[src/rtl/pipeline_mem_pkg.sv]
// pipeline_mem_pkg: shared types for the MEM stage.
// Size codes, FSM states, MEM/WB bundle and byte-count helper.
package pipeline_mem_pkg;

  localparam logic [1:0] MEM_NONE = 2'b00;
  localparam logic [1:0] MEM_BYTE = 2'b01;
  localparam logic [1:0] MEM_HALF = 2'b10;
  localparam logic [1:0] MEM_WORD = 2'b11;

  typedef enum logic [1:0] {
    MEM_IDLE   = 2'b00,
    MEM_ACCESS = 2'b01,
    MEM_DONE   = 2'b10
  } mem_state_e;

  typedef struct packed {
    logic [4:0]  rd;
    logic        we;
    logic [31:0] wdata;
  } mem_wb_t;

  function automatic logic [2:0] size_bytes(
    input logic [1:0] size
  );
    logic [2:0] n;
    n = 3'd0;
    unique case (1'b1)
      size == MEM_BYTE: n = 3'd1;
      size == MEM_HALF: n = 3'd2;
      size == MEM_WORD: n = 3'd4;
      default:          n = 3'd0;
    endcase
    return n;
  endfunction

endpackage

[src/rtl/pipeline_mem_load_ext.sv]
// mem_load_ext: extends an assembled load word by access size.
// Purely combinational; reusable by a future refill path.
module mem_load_ext
  import pipeline_mem_pkg::*;
(
  input  logic [31:0] data_i,
  input  logic [1:0]  size_i,
  input  logic        sign_i,
  output logic [31:0] ext_o
);

  always_comb begin
    ext_o = data_i;
    unique case (1'b1)
      size_i == MEM_BYTE:
        ext_o = {{24{sign_i & data_i[7]}}, data_i[7:0]};
      size_i == MEM_HALF:
        ext_o = {{16{sign_i & data_i[15]}}, data_i[15:0]};
      default:
        ext_o = data_i;
    endcase
  end

endmodule

[src/rtl/pipeline_mem.sv]
// pipeline_mem: RV32I MEM stage, byte-serial loads/stores on an 8-bit port.
// Define MEM_ALIGN_CHECK_EN to reject misaligned half/word accesses.
module pipeline_mem
  import pipeline_mem_pkg::*;
#(
  parameter int ADDR_W = 32,
  parameter int DATA_W = 32
) (
  input  logic              clk,
  input  logic              rst,
  input  logic              rdy,
  input  logic [4:0]        rd_i,
  input  logic              we_i,
  input  logic [DATA_W-1:0] wdata_i,
  input  logic [1:0]        mre_i,
  input  logic              mrsign_i,
  input  logic [1:0]        mwe_i,
  input  logic [DATA_W-1:0] mwdata_i,
  input  logic [ADDR_W-1:0] ma_i,
  input  logic [4:0]        stall_i,
  output logic [4:0]        rd_o,
  output logic              we_o,
  output logic [DATA_W-1:0] wdata_o,
  output logic              stall_req_o,
  output logic              mem_req_o,
  input  logic              mem_gnt_i,
  output logic [ADDR_W-1:0] mem_a_o,
  output logic              mem_wr_o,
  output logic [7:0]        mem_dout_o,
`ifdef MEM_ALIGN_CHECK_EN
  output logic              misalign_o,
`endif
  input  logic [7:0]        mem_din_i
);

  mem_state_e        state_q, state_d;
  logic [2:0]        iss_q, iss_d;
  logic [2:0]        cap_q, cap_d;
  logic              pend_q, pend_d;
  logic [DATA_W-1:0] buf_q, buf_d;
  mem_wb_t           wb_q, wb_d;

  logic              is_wr, is_rd, is_mem;
  logic              misal, misal_idle;
  logic [1:0]        size;
  logic [2:0]        nb;
  logic              issue, gnt, adv;
  logic              wr_last, rd_last;
  logic [DATA_W-1:0] ld_ext;
  logic [2:0]        unused_stall;

  assign unused_stall = stall_i[2:0];

  // A store wins when both request fields are set.
  assign is_wr  = |mwe_i;
  assign is_rd  = |mre_i && !is_wr;
  assign is_mem = is_wr || is_rd;
  assign size   = is_wr ? mwe_i : mre_i;
  assign nb     = size_bytes(size);
  assign adv    = !stall_i[3] && !stall_i[4];

`ifdef MEM_ALIGN_CHECK_EN
  assign misal = is_mem &&
    ((size == MEM_HALF && ma_i[0]) ||
     (size == MEM_WORD && |ma_i[1:0]));
  assign misalign_o = rdy && !rst && misal_idle;
`else
  assign misal = 1'b0;
`endif

  assign misal_idle = (state_q == MEM_IDLE) && misal;

  mem_load_ext u_ext (
    .data_i (buf_q),
    .size_i (size),
    .sign_i (mrsign_i),
    .ext_o  (ld_ext)
  );

  always_comb begin
    stall_req_o = 1'b0;
    issue       = 1'b0;
    unique case (state_q)
      MEM_IDLE: begin
        stall_req_o = is_mem && !misal;
        issue       = is_mem && !misal;
      end
      MEM_ACCESS: begin
        stall_req_o = 1'b1;
        issue       = iss_q < nb;
      end
      default: begin
        stall_req_o = 1'b0;
        issue       = 1'b0;
      end
    endcase
  end

  assign mem_req_o  = issue && rdy && !rst;
  assign mem_wr_o   = mem_req_o && is_wr;
  assign gnt        = mem_req_o && mem_gnt_i;
  assign mem_a_o    = mem_req_o
                    ? ma_i + ADDR_W'(iss_q)
                    : '0;
  assign mem_dout_o = mem_wr_o
                    ? mwdata_i[{iss_q[1:0], 3'b000} +: 8]
                    : 8'h00;

  // Store finishes on the last grant; load on the last capture.
  assign wr_last = gnt && (iss_q + 3'd1 == nb);
  assign rd_last = pend_q && (cap_q + 3'd1 == nb);

  always_comb begin
    state_d = state_q;
    iss_d   = iss_q;
    cap_d   = cap_q;
    pend_d  = pend_q;
    buf_d   = buf_q;
    if (rdy) begin
      if (gnt) iss_d = iss_q + 3'd1;
      pend_d = gnt && !is_wr;
      if (pend_q) begin
        buf_d[{cap_q[1:0], 3'b000} +: 8] = mem_din_i;
        cap_d = cap_q + 3'd1;
      end
      unique case (state_q)
        MEM_IDLE: begin
          if (is_mem && !misal)
            state_d = (is_wr && wr_last)
                    ? MEM_DONE : MEM_ACCESS;
        end
        MEM_ACCESS: begin
          if (is_wr ? wr_last : rd_last)
            state_d = MEM_DONE;
        end
        MEM_DONE: begin
          if (adv) begin
            state_d = MEM_IDLE;
            iss_d   = 3'd0;
            cap_d   = 3'd0;
            pend_d  = 1'b0;
            buf_d   = '0;
          end
        end
        default: state_d = MEM_IDLE;
      endcase
    end
  end

  always_comb begin
    wb_d = wb_q;
    if (rdy && !stall_i[4]) begin
      if (stall_req_o || stall_i[3] || misal_idle) begin
        wb_d = '0;
      end else if (state_q == MEM_DONE) begin
        wb_d.rd    = rd_i;
        wb_d.we    = we_i && !is_wr;
        wb_d.wdata = is_rd ? ld_ext : wdata_i;
      end else begin
        wb_d.rd    = rd_i;
        wb_d.we    = we_i;
        wb_d.wdata = wdata_i;
      end
    end
  end

  always_ff @(posedge clk) begin
    if (rst) begin
      state_q <= MEM_IDLE;
      iss_q   <= 3'd0;
      cap_q   <= 3'd0;
      pend_q  <= 1'b0;
      buf_q   <= '0;
      wb_q    <= '0;
    end else begin
      state_q <= state_d;
      iss_q   <= iss_d;
      cap_q   <= cap_d;
      pend_q  <= pend_d;
      buf_q   <= buf_d;
      wb_q    <= wb_d;
    end
  end

  assign rd_o    = wb_q.rd;
  assign we_o    = wb_q.we;
  assign wdata_o = wb_q.wdata;

  a_rw_excl: assert property (
    @(posedge clk) disable iff (rst)
    !(|mre_i && |mwe_i)
  );

endmodule
[config.mk]
export PLATFORM = sky130hd
export DESIGN_NAME = pipeline_mem
export DESIGN_NICKNAME = d
export VERILOG_FILES = /design/src/rtl/pipeline_mem_pkg.sv /design/src/rtl/pipeline_mem_load_ext.sv /design/src/rtl/pipeline_mem.sv
export SDC_FILE = /design/constraint.sdc
export NUM_CORES = 1
export LEC_CHECK = 0
export CELL_PAD_IN_SITES_DETAIL_PLACEMENT = 1
export CELL_PAD_IN_SITES_GLOBAL_PLACEMENT = 2
export CORE_UTILIZATION = 26
export DETAILED_ROUTE_END_ITERATION = 7
export PLACE_DENSITY_LB_ADDON = 0.1
export SYNTH_ARGS = -nofsm -noshare
export SYNTH_HDL_FRONTEND = slang
export SYNTH_HIERARCHICAL = 1
export SYNTH_SLANG_ARGS = --single-unit
[constraint.sdc]
create_clock -name clk -period 10.4 [get_ports clk]
set_clock_uncertainty 0.15 [all_clocks]
set_input_delay 2.08 -clock clk [delete_from_list [all_inputs] [get_ports clk]]
set_output_delay 2.08 -clock clk [all_outputs]
set_load 0.005 [all_outputs]
Yosys cells after proc, flatten, opt, wreduce, memory -nomap -nowiden
Cells that the tools add are included.

operators by class
  equality and inequality tests = 10
  magnitude comparators = 1
  mux-type cells = 28
  reduce and logical (&&, ||, !) cells = 22
  add/subtract/negate cells = 4
  shifts and indexed selects = 3
  bitwise operators = 2

operator list
  operator                                                                number
  32-bit 2-to-1 mux                                                       5
  32-bit one-hot mux with 2 select lines                                  1
  38-bit 2-to-1 mux                                                       1
  33-bit 2-to-1 mux                                                       1
  32-bit by 3-bit adder with 32-bit output                                1
  32-bit bitwise mux                                                      1
  8-bit by 7-bit variable shift with 32-bit output, first input constant  1
  32-bit by 6-bit indexed part select with 8-bit output                   1
  8-bit by 7-bit indexed part select with 32-bit output                   1
  3-bit 2-to-1 mux                                                        6
  1-bit logical AND                                                       12
  2-bit 2-to-1 mux                                                        5
  3-bit one-hot mux with 3 select lines                                   1
  8-bit 2-to-1 mux                                                        1
  5-bit negator with 7-bit output                                         1
  3-bit by 1-bit adder with 3-bit output, second input constant           2
  2-bit equality test, second input constant                              3
  3-bit equality test                                                     2
  2-bit != test, second input constant                                    3
  2-bit one-hot mux with 3 select lines                                   1
  2-bit by 1-bit equality test with 1-bit output, second input constant   2
  1-bit logical NOT                                                       4
  1-bit one-hot mux with 2 select lines                                   2
  4-bit AND reduction                                                     1
  6 further kinds                                                         11

storage, ports and cells
  register bits = 79
  logic and storage cells = 78
  input port bits = 124
  output and inout bits = 81

Depth between registers and ports, before layout
Gate-level depths: netlist of run 1.

  word-level depth = 14
  mapped depth = 12
  gate-level depth less buffers = 9

Modules after synthesis
The synthesis of run 1 kept the hierarchy.

by module, submodules not included
  module        seq. area each (µm²)  cells an instance  area an instance (µm²)  instances
  pipeline_mem  1,581.5               529                4,695.8                 1
  mem_load_ext  0.0                   62                 380.4                   1

Least setup slack after synthesis of run 1
Ideal clock, no wire load.

  kind = input -> output
  start = input mwe_i[0]
  end = output mem_a_o[5]
  path slack = 4,147 ps
  path buffers = 3
  required time = 8,170 ps
  stages = 11
  arrival = 4,023 ps
  path through = buf_6 > and2b_1 > or2_2 > nor2b_1 > ha_1 > and3b_1 > o32a_1 > or2_1 > clkbuf_1 > buf_2 > a21oi_1

on the way
  longest elaborated chain between the ends = 9
  elaborated cells between the ends (all ways) = 14
  classes of those cells = 1 x order compare; 3 x eq/ne; 4 x mux; 6 x reduce/logical

ends and longest elaborated chain
  item                                         RTL line                text
  start: declaration                           pipeline_mem.sv:17      input logic [1:0] mwe_i,
  2-bit OR reduction (*)                       pipeline_mem.sv:55      assign is_wr = |mwe_i;
  2-bit 2-to-1 mux (*)                         pipeline_mem.sv:58      assign size = is_wr ? mwe_i : mre_i;
  net size[1]                                  pipeline_mem.sv:45      logic [1:0] size;
  2-bit equality test (tied with other cells)  pipeline_mem_pkg.sv:30  size == MEM_WORD: n = 3'd4;
  3-bit one-hot mux with 3 select lines (*)    pipeline_mem_pkg.sv:27  unique case (1'b1)
  3-bit less-than comparator (*)               pipeline_mem.sv:90      issue = iss_q < nb;
  1-bit one-hot mux with 2 select lines (*)    pipeline_mem.sv:83      unique case (state_q)
  1-bit logical AND (*) (2 in series)          pipeline_mem.sv:99      assign mem_req_o = issue && rdy && !rst;
  32-bit 2-to-1 mux (*)                        pipeline_mem.sv:103     ? ma_i + ADDR_W'(iss_q)
  end: declaration                             pipeline_mem.sv:27      output logic [ADDR_W-1:0] mem_a_o,

The timed path passes the listed nets; every way through them passes the cells marked *.

Final worst setup path of run 1
  start = input mwe_i[0]
  end = output mem_a_o[1]

Same word-level chain as after synthesis.

==> results.json, run 1 <==
{
  "status": "complete, no violations",
  "synth_area_leaders": "dfxtp_1, a22oi_1, nor2_1",
  "ios": 205,
  "setup_slack_ps": 2430,
  "ys_types": 59,
  "worstSetupPathType": "in2out",
  "cts_buffers": 9,
  "grt_usage": 0.182,
  "instances_no_fill": 1027,
  "cts_sinks": 79,
  "gp_congestion": 0.747,
  "dieArea_um2": 20100,
  "tightest_slew_ps": 1080,
  "cts_max_level": 3,
  "ctsResizeCount": 0,
  "p_comb_frac": 0.170,
  "insertion_delay_ps": 340,
  "die_w_um": 142,
  "grt_overflow": 0,
  "p_int_mw": 0.591,
  "post_cts.repair.setup_buffers": 0,
  "hold_class": "reg2reg",
  "path_buf_inv": 3,
  "drt-vias-per-instance": 4.89,
  "hold_slack_ps": 307,
  "async_flop_share": 0,
  "synth_top_area_share": 0.312,
  "power_frac_seq": 0.393,
  "fin_tns_setup_ps": 0,
  "grt_setup_unrepaired": "false",
  "fin_util": 0.397,
  "grt_pass1_vias": 5346,
  "placed_area_um2": 7190,
  "grt_max_degree": 44,
  "slowest_stage": "clkdlybuf4s50_1",
  "rows": 50,
  "syn-num-nets": 731,
  "cp_cell_sequence": "clkdlybuf4s50_1 > and2b_1 > or2_2 > nor2b_1 > ha_1 > and3b_1 > o32a_1 > or2_1 > inv_1 > and2_1 > clkdlybuf4s50_1",
  "worst-r2r-cell-count": 5,
  "max_freq_mhz": 125,
  "synth_area_um2": 5080,
  "core_um2": 18900,
  "cp-startpoint": "mwe_i[0]",
  "syn2layout_area_growth_pct": 47.8,
  "synth_edf_count": 0,
  "fin_area_um2": 7500,
  "drt_iter0_drc": 191,
  "synth_top_area_cell": "dfxtp_1",
  "peakVddDrop_mv": 0.0926,
  "met1_usage": 0.230,
  "crit_path_end_kind": "output pin",
  "clockBufferDepth": 2,
  "p_clk_frac": 0.437,
  "path_clk_slew_ps": 60,
  "busiest_layer": "met2",
  "layout-drive-gt1-share": 0.0939,
  "antenna_found_initial": 1,
  "synth-main-ff-cell": "dfxtp_1",
  "fp.dieH_um": 142,
  "dp_worst_setup_slack_ps": 2380,
  "finalCritPeriodShare": 0.766,
  "switching_share": 0.243,
  "wl_um": 18000,
  "r2r-end": "buf_q[26]",
  "start_util": 0.269,
  "finalSetupViolCount": 0,
  "cp-endpoint": "mem_a_o[1]",
  "first_pass_iters": 4,
  "required_ps": 8170,
  "relSlewSlack": 0.278,
  "drc": 0,
  "nNetsFinal": 902,
  "vias": 5026,
  "synth_seq_cells": 79,
  "rrSetupSlack_ps": 7790,
  "final_antenna_net_count": 0,
  "arrival_ps": 5740,
  "p_leak_nw": 2.61,
  "postSynthAreaPerCell_um2": 8.59,
  "powerDensity_nw_per_um2": 104,
  "diodes": 0,
  "finalHoldViolCount": 0,
  "crit_cells": 11,
  "grt_pass1_wl_um": 28400,
  "dpl.cell_count": 1011,
  "finalMaxSlewViolations": 0,
  "io_buffer_count": 201,
  "cts_tree": "yes",
  "root_buffer": "clkbuf_16",
  "crit_family": "simple AND/OR/NAND/NOR gates",
  "total_power_mw": 0.781,
  "use_met3": 0.0466,
  "wl_per_cell_um": 17.5,
  "dp_hpwl_um": 13400,
  "max_stage_delay_ps": 750,
  "maxCapViolCount": 0,
  "startpoint_type": "input port",
  "r2r_start": "cap_q[0]",
  "yosys_warnings": 6,
  "synth_seq_area_share": 0.312,
  "use_met2": 0.312,
  "cts_hold_buf": 0,
  "crit_fanout": 31,
  "path_common_cell": "clkdlybuf4s50_1",
  "fin_crit_ps": 7970,
  "syn_inst": 591,
  "p_sw_mw": 0.190
}
==> sequential cells by signal, summed over array words and instances (netlist names) <==
register,cells
cap_q,3
pend_q,1
we_o,1
rd_o,5
state_q,2
buf_q,32
wdata_o,32
iss_q,3
==> metal layers <==
layer  routed length (um)  vias to the layer above  share of wire
li1                     -                     2447              -
met1                 8140                     2475           0.45
met2                 8770                       88           0.49
met3                  899                       14          0.050
met4                  159                        2         0.0088
met5                   12                        -        0.00067
==> worst min-delay path by stage <==
| stage | start | to | depth (start not counted) |
|---|---|---|---|
| finish | we_o | we_o | 2 |
| floorplan | pend_q | pend_q | 2 |
| global route | we_o | we_o | 2 |
| detailed placement | we_o | we_o | 2 |
| global placement | we_o | we_o | 2 |
| CTS | we_o | we_o | 2 |
==> power by group through the flow <==
| stage | Combinational (mW) | Clock, mW | Sequential [mW] |
|---|---|---|---|
| 2_1_floorplan | 0.0558 | 0 | 0.312 |
| 3_3_place_gp | 0.132 | 0 | 0.314 |
| 3_5_place_dp | 0.134 | 0 | 0.314 |
| 4_1_cts | 0.135 | 0.352 | 0.307 |
| 5_1_grt | 0.144 | 0.364 | 0.307 |
| 6_report | 0.133 | 0.342 | 0.307 |
==> area by class of cell <==
class / instances / area [um^2]
Fill cell: 2204 / 11400
Timing Repair Buffer: 205 / 2040
Inverter: 9 / 33.8
Multi-Input combinational cell: 458 / 3200
Sequential cell: 79 / 1580
Clock inverter: 5 / 81.3
Clock buffer: 11 / 233
Tap cell: 260 / 325
==> synth_stat cells (all sizes together), types with 2 or more instances <==
library cell / n
ha: 15
nand2b: 5
xor2: 21
xnor2: 14
buf: 32
and2: 4
nor3: 9
nand3: 7
and4: 4
inv: 9
dfxtp: 79
clkbuf: 13
o21ai: 20
or3: 2
nand2: 42
nor2b: 15
mux2: 32
nand4: 13
a22oi: 71
a21oi: 9
mux4: 8
nor4b: 4
a31oi: 2
or2: 6
nor2: 111
nor4: 10
a21o: 10
nand3b: 2
o211ai: 2
and3: 4
o31a: 2
==> cell usage in the layout, fill, tap and decap left out, types with 4 or more instances in the layout <==
master / Yosys / routed
and3_1: 4 / 4
nand3_1: 7 / 7
clkdlybuf4s50_1: 0 / 201
o21ai_0: 4 / 4
nor3_1: 7 / 7
buf_4: 15 / 4
inv_1: 9 / 9
and2_1: 4 / 4
nor2_1: 110 / 110
a21o_1: 10 / 10
ha_1: 15 / 15
clkbuf_16: 0 / 9
xnor2_1: 14 / 14
xor2_1: 21 / 21
mux2_1: 8 / 8
nor4_1: 5 / 5
and4_1: 4 / 4
mux2_2: 24 / 24
nor2b_1: 15 / 15
nand2_1: 39 / 39
a21oi_1: 9 / 9
mux4_2: 8 / 8
nor4b_2: 4 / 4
nand4_1: 12 / 12
o21ai_1: 16 / 16
a22oi_1: 70 / 70
dfxtp_1: 79 / 79
==> kinds of logic (layout without fill, tap and decap cells) <==
| kind of cell | Yosys count | count (layout) | synth area share |
|---|---|---|---|
| simple gates | 244 | 244 | 0.251 |
| compound gates | 122 | 122 | 0.168 |
| flops | 79 | 79 | 0.312 |
| buf+inv | 54 | 230 | 0.0589 |
| mux | 41 | 41 | 0.108 |
| xor+xnor | 35 | 35 | 0.0604 |
| fa+ha+maj | 16 | 16 | 0.0409 |
==> tightest hold or removal path, stage by stage (launching register included) <==
cell and delay, ps:
dfxtp_1 310, nand2_1 50, a21oi_1 50
Power figures use the tool's default switching activity.
==> run 2, diff against run 1 <==
--- a/config.mk
+++ b/config.mk
@@ -7,7 +7,7 @@
 export LEC_CHECK = 0
 export CELL_PAD_IN_SITES_DETAIL_PLACEMENT = 1
 export CELL_PAD_IN_SITES_GLOBAL_PLACEMENT = 2
-export CORE_UTILIZATION = 26
+export CORE_UTILIZATION = 22
 export DETAILED_ROUTE_END_ITERATION = 7
 export PLACE_DENSITY_LB_ADDON = 0.1
 export SYNTH_ARGS = -nofsm -noshare
==> constraint.sdc (replaced) <==
create_clock -name clk -period 7.3 [get_ports clk]
set_clock_uncertainty 0.15 [all_clocks]
set_input_delay 1.46 -clock clk [delete_from_list [all_inputs] [get_ports clk]]
set_output_delay 1.46 -clock clk [all_outputs]
set_load 0.005 [all_outputs]
==> run 2 against run 1 <==
Flip-flop and latch count stayed put; clock power up 20%; die area grew 18%; first-iteration DRC count decreased by 7.9%; combinational power rose by 44%; wire length up 3.5%; count of clock-buffer cells in the layout unchanged; critical path depth stayed put; core utilization down 6.6 points; final cell count grew 2.4%; critical path type unchanged; largest cell class unchanged.
==> results.json, run 2 (synthesized netlist as in run 1, its figures left out) <==
{
  "cp-endpoint": "mem_a_o[1]",
  "nNetsFinal": 903,
  "drt-vias-per-instance": 4.77,
  "p_clk_frac": 0.395,
  "cp-startpoint": "mwe_i[1]",
  "root_buffer": "clkbuf_16",
  "crit_path_end_kind": "output pin",
  "die_w_um": 154,
  "maxCapViolCount": 0,
  "p_int_mw": 0.778,
  "fin_area_um2": 7490,
  "grt_pass1_wl_um": 29600,
  "peakVddDrop_mv": 0.0822,
  "gp_congestion": 0.741,
  "fin_crit_ps": 6820,
  "first_pass_iters": 4,
  "fin_util": 0.331,
  "r2r_start": "cap_q[0]",
  "wl_um": 18600,
  "required_ps": 5690,
  "wl_per_cell_um": 17.7,
  "ctsResizeCount": 0,
  "fin_tns_setup_ps": 0,
  "power_frac_seq": 0.421,
  "tightest_slew_ps": 1150,
  "placed_area_um2": 7220,
  "cts_max_level": 3,
  "final_cell_mix": "clkdlybuf4s50_1, nor2_1, dfxtp_1, a22oi_1, nand2_1",
  "diodes": 0,
  "path_clk_slew_ps": 60,
  "r2r-end": "buf_q[5]",
  "layout_commonest_cell": "clkdlybuf4s50_1",
  "crit_fanout": 31,
  "layout-drive-gt1-share": 0.0965,
  "syn2layout_area_growth_pct": 47.5,
  "rrSetupSlack_ps": 4640,
  "max_freq_mhz": 147,
  "cts_sinks": 79,
  "core_um2": 22600,
  "ios": 205,
  "io_buffer_count": 201,
  "arrival_ps": 5210,
  "finalCritPeriodShare": 0.935,
  "cts_buffers": 9,
  "switching_share": 0.252,
  "grt_usage": 0.158,
  "start_util": 0.224,
  "cts_hold_buf": 0,
  "worst-r2r-cell-count": 5,
  "clockBufferDepth": 2,
  "drc": 0,
  "grt_overflow": 0,
  "worstSetupPathType": "in2out",
  "finalHoldViolCount": 0,
  "final_antenna_net_count": 0,
  "finalMaxSlewViolations": 0,
  "fp.dieH_um": 154,
  "p_sw_mw": 0.262,
  "p_leak_nw": 2.60,
  "relSlewSlack": 0.236,
  "drt_iter0_drc": 176,
  "post_cts.repair.setup_buffers": 0,
  "powerDensity_nw_per_um2": 139,
  "vias": 5019,
  "p_comb_frac": 0.184,
  "hold_class": "reg2reg",
  "grt_pass1_vias": 5419,
  "status": "complete, no violations",
  "grt_max_degree": 44,
  "rows": 55,
  "antenna_found_initial": 0,
  "cts_tree": "yes",
  "startpoint_type": "input port",
  "dp_hpwl_um": 13800,
  "dieArea_um2": 23700,
  "finalSetupViolCount": 0,
  "grt_setup_unrepaired": "false",
  "insertion_delay_ps": 330
}
==> run 2: power groups by stage <==
stage	clock [mW]	combinational (mW)	sequential, mW
after floorplan	0	0.0795	0.444
after global placement	0	0.190	0.447
after detailed placement	0	0.193	0.447
after CTS	0.431	0.194	0.437
after global routing	0.448	0.207	0.438
final	0.411	0.191	0.437
==> run 2: layout make-up <==
class / count / area (um^2)
fillers: 2631 / 15200
multi-input cells: 458 / 3200
repair buffers: 206 / 2040
flip-flops and latches: 79 / 1580
well taps: 285 / 357
clock buffers: 11 / 243
inverters: 9 / 33.8
clock inverters: 4 / 22.5
==> run 2: per-layer routing <==
metal  track usage  routed length [um]  vias up
li1              -                   -     2447
met3        0.0372                 879       12
met1         0.199                8470     2451
met5             0                   0        -
met4        0.0343                 147        0
met2         0.272                9110      109
==> run 2: how the worst min path moves through the flow <==
stage	slack [ps]	start	cells after the start	end
2_1_floorplan	300	pend_q	2	pend_q
3_3_place_gp	300	we_o	2	we_o
3_5_place_dp	300	we_o	2	we_o
4_1_cts	320	we_o	2	we_o
5_1_grt	340	we_o	2	we_o
6_report	320	we_o	2	we_o
==> run 2: critical path: stages <==
cell and delay, ps:
clkdlybuf4s50_1 760, nor2b_1 120, or2_2 340, nor2b_1 150, ha_1 160, and3b_1 230
o32a_1 220, or2_1 880, inv_1 180, and2_1 220, clkdlybuf4s50_1 450
==> run 2: stage by stage <==
stage / hold slack [ps] / power (mW) / setup WS (ps) / cells
floorplan: 296 / 0.524 / 2290 / 591
global placement: 299 / 0.637 / 541 / 1037
detailed placement: 302 / 0.640 / 459 / 1037
CTS: 316 / 1.06 / 430 / 1052
global route: 340 / 1.09 / 225 / 1052
finish: 315 / 1.04 / 475 / 1052
